### src/rtl/reg_to_apb.sv
// Register-interface to APB4 completer bridge.
// One transfer at a time through IDLE/SETUP/ACCESS/RESP, with an optional ACCESS-phase timeout.
module reg_to_apb #(
    parameter int          ADDR_WIDTH     = 32,
    parameter int          DATA_WIDTH     = 32,
    parameter int          TIMEOUT_CYCLES = 0,
    parameter logic [2:0]  PPROT          = 3'b000
) (
    input  logic                      clk_i,
    input  logic                      rst_ni,
    input  logic                      reg_valid_i,
    input  logic                      reg_write_i,
    input  logic [ADDR_WIDTH-1:0]     reg_addr_i,
    input  logic [DATA_WIDTH-1:0]     reg_wdata_i,
    input  logic [DATA_WIDTH/8-1:0]   reg_wstrb_i,
    output logic                      reg_ready_o,
    output logic [DATA_WIDTH-1:0]     reg_rdata_o,
    output logic                      reg_error_o,
    output logic                      psel_o,
    output logic                      penable_o,
    output logic                      pwrite_o,
    output logic [ADDR_WIDTH-1:0]     paddr_o,
    output logic [DATA_WIDTH-1:0]     pwdata_o,
    output logic [DATA_WIDTH/8-1:0]   pstrb_o,
    output logic [2:0]                pprot_o,
    input  logic                      pready_i,
    input  logic [DATA_WIDTH-1:0]     prdata_i,
    input  logic                      pslverr_i
);

    localparam int STRB_W = DATA_WIDTH / 8;
    localparam int CNT_W  = (TIMEOUT_CYCLES > 0) ? $clog2(TIMEOUT_CYCLES + 1) : 1;
    localparam bit TO_EN  = (TIMEOUT_CYCLES > 0);
    localparam logic [CNT_W-1:0] TO_LAST = CNT_W'((TIMEOUT_CYCLES > 0) ? TIMEOUT_CYCLES - 1 : 0);
    localparam logic [CNT_W-1:0] CNT_MAX = {CNT_W{1'b1}};

    typedef enum logic [1:0] {
        ST_IDLE   = 2'd0,
        ST_SETUP  = 2'd1,
        ST_ACCESS = 2'd2,
        ST_RESP   = 2'd3
    } state_e;

    state_e                 state_r, state_nxt_s;
    logic [CNT_W-1:0]       cnt_r, cnt_nxt_s;
    logic                   timeout_s;

    logic                   psel_r, psel_nxt_s;
    logic                   penable_r, penable_nxt_s;
    logic                   ready_r, ready_nxt_s;
    logic                   error_r, error_nxt_s;
    logic [DATA_WIDTH-1:0]  rdata_r, rdata_nxt_s;
    logic                   pwrite_r, pwrite_nxt_s;
    logic [ADDR_WIDTH-1:0]  paddr_r, paddr_nxt_s;
    logic [DATA_WIDTH-1:0]  pwdata_r, pwdata_nxt_s;
    logic [STRB_W-1:0]      pstrb_r, pstrb_nxt_s;

    assign timeout_s = TO_EN && (cnt_r == TO_LAST);

    // State register.
    always_ff @(posedge clk_i or negedge rst_ni) begin
        if (!rst_ni) begin
            state_r <= ST_IDLE;
        end else begin
            state_r <= state_nxt_s;
        end
    end

    // Next-state logic; pready wins over a coincident timeout.
    always_comb begin
        state_nxt_s = state_r;
        case (state_r)
            ST_IDLE: begin
                if (reg_valid_i) begin
                    state_nxt_s = ST_SETUP;
                end else begin
                    state_nxt_s = ST_IDLE;
                end
            end
            ST_SETUP:  state_nxt_s = ST_ACCESS;
            ST_ACCESS: begin
                if (pready_i || timeout_s) begin
                    state_nxt_s = ST_RESP;
                end else begin
                    state_nxt_s = ST_ACCESS;
                end
            end
            ST_RESP:   state_nxt_s = ST_IDLE;
            default:   state_nxt_s = ST_IDLE;
        endcase
    end

    // Output logic: next values of every registered output, derived from the state about to be entered.
    always_comb begin
        psel_nxt_s    = (state_nxt_s == ST_SETUP) || (state_nxt_s == ST_ACCESS);
        penable_nxt_s = (state_nxt_s == ST_ACCESS);
        ready_nxt_s   = (state_nxt_s == ST_RESP);
        rdata_nxt_s   = {DATA_WIDTH{1'b0}};
        error_nxt_s   = 1'b0;
        cnt_nxt_s     = {CNT_W{1'b0}};
        pwrite_nxt_s  = pwrite_r;
        paddr_nxt_s   = paddr_r;
        pwdata_nxt_s  = pwdata_r;
        pstrb_nxt_s   = pstrb_r;
        case (state_r)
            ST_IDLE: begin
                if (reg_valid_i) begin
                    pwrite_nxt_s = reg_write_i;
                    paddr_nxt_s  = reg_addr_i;
                    pwdata_nxt_s = reg_wdata_i;
                    pstrb_nxt_s  = reg_write_i ? reg_wstrb_i : {STRB_W{1'b0}};
                end else begin
                    pwrite_nxt_s = pwrite_r;
                    paddr_nxt_s  = paddr_r;
                    pwdata_nxt_s = pwdata_r;
                    pstrb_nxt_s  = pstrb_r;
                end
            end
            ST_ACCESS: begin
                cnt_nxt_s = (cnt_r == CNT_MAX) ? cnt_r : cnt_r + CNT_W'(1);
                if (pready_i) begin
                    rdata_nxt_s = pwrite_r ? {DATA_WIDTH{1'b0}} : prdata_i;
                    error_nxt_s = pslverr_i;
                end else if (timeout_s) begin
                    rdata_nxt_s = {DATA_WIDTH{1'b0}};
                    error_nxt_s = 1'b1;
                end else begin
                    rdata_nxt_s = {DATA_WIDTH{1'b0}};
                    error_nxt_s = 1'b0;
                end
            end
            default: begin
                cnt_nxt_s = {CNT_W{1'b0}};
            end
        endcase
    end

    // Output and capture registers; reset drops psel/penable without waiting for a clock.
    always_ff @(posedge clk_i or negedge rst_ni) begin
        if (!rst_ni) begin
            psel_r    <= 1'b0;
            penable_r <= 1'b0;
            ready_r   <= 1'b0;
            error_r   <= 1'b0;
            rdata_r   <= {DATA_WIDTH{1'b0}};
            pwrite_r  <= 1'b0;
            paddr_r   <= {ADDR_WIDTH{1'b0}};
            pwdata_r  <= {DATA_WIDTH{1'b0}};
            pstrb_r   <= {STRB_W{1'b0}};
            cnt_r     <= {CNT_W{1'b0}};
        end else begin
            psel_r    <= psel_nxt_s;
            penable_r <= penable_nxt_s;
            ready_r   <= ready_nxt_s;
            error_r   <= error_nxt_s;
            rdata_r   <= rdata_nxt_s;
            pwrite_r  <= pwrite_nxt_s;
            paddr_r   <= paddr_nxt_s;
            pwdata_r  <= pwdata_nxt_s;
            pstrb_r   <= pstrb_nxt_s;
            cnt_r     <= cnt_nxt_s;
        end
    end

    assign psel_o      = psel_r;
    assign penable_o   = penable_r;
    assign reg_ready_o = ready_r;
    assign reg_error_o = error_r;
    assign reg_rdata_o = rdata_r;
    assign pwrite_o    = pwrite_r;
    assign paddr_o     = paddr_r;
    assign pwdata_o    = pwdata_r;
    assign pstrb_o     = pstrb_r;
    assign pprot_o     = PPROT;

endmodule
### config.mk
export PLATFORM = sky130hd
export DESIGN_NAME = reg_to_apb
export DESIGN_NICKNAME = d
export VERILOG_FILES = /design/src/rtl/reg_to_apb.sv
export SDC_FILE = /design/constraint.sdc
export NUM_CORES = 1
export LEC_CHECK = 0
export ABC_AREA = 1
export BUFFER_PORTS_ARGS = -buffer_cell sky130_fd_sc_hd__buf_2
export CAP_MARGIN = 30
export CORE_MARGIN = 3
export CORE_UTILIZATION = 45
export CTS_CLUSTER_SIZE = 8
export DETAILED_ROUTE_END_ITERATION = 10
export GPL_TIMING_DRIVEN = 0
export PLACE_DENSITY_LB_ADDON = 0.15
export SETUP_SLACK_MARGIN = 0.1
export SYNTH_ARGS = -nofsm -noshare
export SYNTH_HDL_FRONTEND = slang
export SYNTH_SLANG_ARGS = --single-unit
### constraint.sdc
create_clock -name clk_i -period 1.5 [get_ports clk_i]
set_input_delay 0.225 -clock clk_i [delete_from_list [all_inputs] [get_ports clk_i]]
set_output_delay 0.225 -clock clk_i [all_outputs]
set_load 0.01 [all_outputs]
==> run summary <==
The run finished with clean final reports. Of the available clock period, the critical path in the final layout requires 90.8%. The analysis attributes to cell leakage a power of 0.00331 µW.

The top-level I/O count was 214; the final cell count without fillers was 767. The detail route stage leaves a number of antenna-violating nets equal to 0. The post-route netlist has 38.7% of its cells at a drive strength greater than 1.

The run gives 0 as the DRC violation count after routing. Ranked by total cell area, the synthesized netlist is headed by sky130_fd_sc_hd__dfrtp_1 65%, sky130_fd_sc_hd__nand2_1 13%, sky130_fd_sc_hd__nand3_1 12%, sky130_fd_sc_hd__nor2_1 3.2%, sky130_fd_sc_hd__buf_2 2.8%. Port buffering added 209 buffers. The routed layout has 3694 vias. The synthesized cell area is 0.00412 mm². The required time of the critical path is 1.75 ns. Along the worst hold path, the cell count comes to 3. IR analysis of the VDD net gives a maximum drop of 0.000881 V. Compared with the post-synthesis result, the final layout area differs by 35.3%. The run gives 10500 µW as the post-layout total power. The placed cell count was 752; the max-slew violation total from the final report was 0. The worst-margin pin slew was 0.612 ns; the top-area cell type share of the netlist area was 64.9%.

The total placed instance area came out at 0.00534 mm². In this run the clock root is driven by a sky130_fd_sc_hd__clkbuf_8. After synthesis, the mean cell area works out to 9.55 µm². The startpoint-to-endpoint class of the critical path was reg2reg. The weighted congestion at the end of routability-driven global placement came out at 0.805. For this run, the detailed router's first-pass iteration total came to 4. The final total negative setup slack came out at 0 ns. The worst setup path is captured at a register.

The initialized floorplan defines 34 standard-cell rows. In the global route stage, overall resource usage came out at 20.6%. Area share of fa/ha/maj cells after synthesis: 1.52%. Global routing finished with a remaining overflow of 0. The peak fanout along the critical path was 6. Hold timing on the final database bottoms out at a slack of 0.0792 ns. The run gives 1.61 ns as the data arrival at the endpoint of the critical path. The slowest stage of the critical path is the sky130_fd_sc_hd__dfrtp_1 cell. HPWL after detailed placement: 7930 µm.

For this run, the register share of the synthesized area comes to 64.9%. The signal on the critical path passes through inv_2, ha_1, buf_4, nand2_1, nor2_1, nor2_1, ha_1, inv_1. The largest total area in the synthesized netlist belongs to sky130_fd_sc_hd__dfrtp_1.

Global-route wire length before repair: 16700 µm. The starting utilization of the core area is 46.8%. Of the total synthesized cell area, the portion taken by AND, OR, NAND and NOR gates is 27.8%. The number of register bits inferred by synthesis was 107; the count of inserted antenna diode cells was 0. Clock latency on the worst-skew pair, taken at its later pin, is 0.35 ns. The number of antenna violations at the first check in global routing was 0; the die span in y was 102 µm. The logs give 62 for the maximum number of pins on one net before global-route repair and 0 for the hold violation count in the final report.

After clock tree synthesis, the clock-pin slew on the worst setup and hold paths is 0.09 ns. Using the TritonRoute via totals, the vias-per-cell ratio works out to 4.82. The distinct cell type count after synthesis was 13. The die span in x is 102 µm, and the CTS buffer count is 9. TritonCTS built the clock tree. Setup violations remaining at the end of the flow were counted as 0. Clock skew on the completed layout was measured at 0.0114 ns. The fraction of synthesized area in multiplexers was 0%; the H-tree depth reported by CTS was 3. The largest buffer count on any clock path is 2. Setup repair after global routing could not meet its margin everywhere. The die covers 0.0103 mm². The tightest min-delay check is of the in2reg type.

The maximum achievable frequency is 734 MHz. Final instance area: 0.00558 mm². The largest single stage delay on the critical path is 0.38 ns. For the max-capacitance violation count, the log shows 0.

Synthesis handed over a netlist of 432 instances. In this run the power density over the cells is 1880 mW/mm². The mean routed wirelength per cell was 13.9 µm; the number of buffers added for setup after CTS was 0.

The tools report the number of global-route vias before repair as 3561. STA classifies the critical path startpoint as a register. For the worst flop-to-flop path, the logic depth is 8. The total area inside the core boundary comes to 0.00881 mm².

The synthesized-area fraction occupied by ao, oa, aoi and oai cells was 0.607%; the headroom to the max-slew limit was 59.2%. Clock tree synthesis found a total of 107 sinks. Final critical-path required period: 1.36 ns.

The initial detailed-routing violation count was 142; the final wirelength was 10600 µm. After synthesis, the largest family of logic cells by area is simple AND/OR/NAND/NOR gates. The run gives 767 as the total number of nets in the final design. The Yosys step of the flow raised 0 warnings. The area share of xor/xnor cells in the synthesized design was 0%.
-- worst max-delay path, delay by kind of cell (launching register included) --
family | cells | cell delay (ns)
flops | 1 | 0.38
simple gates | 3 | 0.24
fa+ha+maj | 2 | 0.40
buf+inv | 3 | 0.25
-- through the flow --
stage                     util [%]  setup WS (ns)
after global routing          63.4         0.0326
after detailed placement      60.7         0.0146
after floorplan                  -          0.224
after CTS                     63.1          0.108
final                         63.4          0.137
after global placement        60.3         -0.960
-- Yosys cell counts --
library cell / instances
sky130_fd_sc_hd__nand3_1: 97
sky130_fd_sc_hd__nor2_1: 35
sky130_fd_sc_hd__buf_4: 7
sky130_fd_sc_hd__nand2_1: 141
sky130_fd_sc_hd__o21ai_0: 4
sky130_fd_sc_hd__ha_1: 5
sky130_fd_sc_hd__dfrtp_1: 107
sky130_fd_sc_hd__buf_2: 23
sky130_fd_sc_hd__inv_1: 5
sky130_fd_sc_hd__conb_1: 1
sky130_fd_sc_hd__buf_1: 1
sky130_fd_sc_hd__o21ai_1: 1
sky130_fd_sc_hd__clkbuf_1: 5
-- registers in the layout (all words and copies together), names as in the netlist --
register / cells
reg_error_o: 1
psel_o: 1
paddr_o: 32
reg_ready_o: 1
pwrite_o: 1
state_r: 2
reg_rdata_o: 32
pwdata_o: 32
pstrb_o: 4
penable_o: 1
-- area by class of cell --
type | count | area [µm²]
Inverter | 5 | 18.8
Multi-Input combinational cell | 286 | 1250
Fill cell | 821 | 3230
Clock buffer | 11 | 131
Buffer | 36 | 213
Clock inverter | 3 | 65.1
Timing Repair Buffer | 211 | 1090
Sequential cell | 107 | 2680
Tap cell | 108 | 135
-- logic make-up (layout without fill, tap and decap cells) --
logic type      Yosys count  in the layout
fa+ha+maj                 5              5
simple gates            273            273
other cells               1              3
compound gates            5              5
flops                   107            107
buf+inv                  41            266
-- power by group --
group | total (µW) | internal, µW | switching (µW)
clock network | 1800 | 923 | 882
logic | 4220 | 1640 | 2570
registers | 4450 | 3950 | 493
total | 10500 | 6520 | 3950
-- final timing paths --
kind | startpoint | slack (ns) | endpoint
min in group asynchronous | rst_ni | 0.42 | paddr_o[10]$_DFFE_PN0P_
hold / removal | pslverr_i | 0.08 | reg_error_o$_DFF_PN0_
setup / recovery | state_r[0]$_DFF_PN0_ | 0.14 | psel_o$_DFF_PN0_
max in group asynchronous | rst_ni | 0.36 | pwdata_o[21]$_DFFE_PN0P_
setup reg to reg | state_r[0]$_DFF_PN0_ | 0.14 | psel_o$_DFF_PN0_
hold reg to reg | pwdata_o[29]$_DFFE_PN0P_ | 0.47 | pwdata_o[29]$_DFFE_PN0P_
-- layer usage --
| layer | GRT usage, % | part of all wire [%] |
|---|---|---|
| met1 | 26.2 | 42 |
| met2 | 34.1 | 49 |
| met3 | 4.75 | 7.1 |
| met4 | 8.18 | 2.3 |
| met5 | 0 | 0 |
-- repair_timing --
item,in CTS,in global routing
hold endpoints to repair,46,0
hold buffers,1,0
cloned,0,0
gates resized for setup,4,9
setup endpoints to repair,71,68
-- layout by cell type (no fill, tap or decap), types with 2 or more instances in the layout --
cell type                   Yosys  routed
sky130_fd_sc_hd__buf_2         23     224
sky130_fd_sc_hd__buf_4          7       9
sky130_fd_sc_hd__bufinv_16      0       2
sky130_fd_sc_hd__clkbuf_1       5       6
sky130_fd_sc_hd__clkbuf_4       0       5
sky130_fd_sc_hd__clkbuf_8       0       9
sky130_fd_sc_hd__conb_1         1       3
sky130_fd_sc_hd__dfrtp_1      107     107
sky130_fd_sc_hd__ha_1           5       5
sky130_fd_sc_hd__inv_1          5       4
sky130_fd_sc_hd__nand2_1      141     140
sky130_fd_sc_hd__nand3_1       97      97
sky130_fd_sc_hd__nor2_1        35      35
sky130_fd_sc_hd__o21ai_0        4       4
Power figures use the tool's default switching activity.
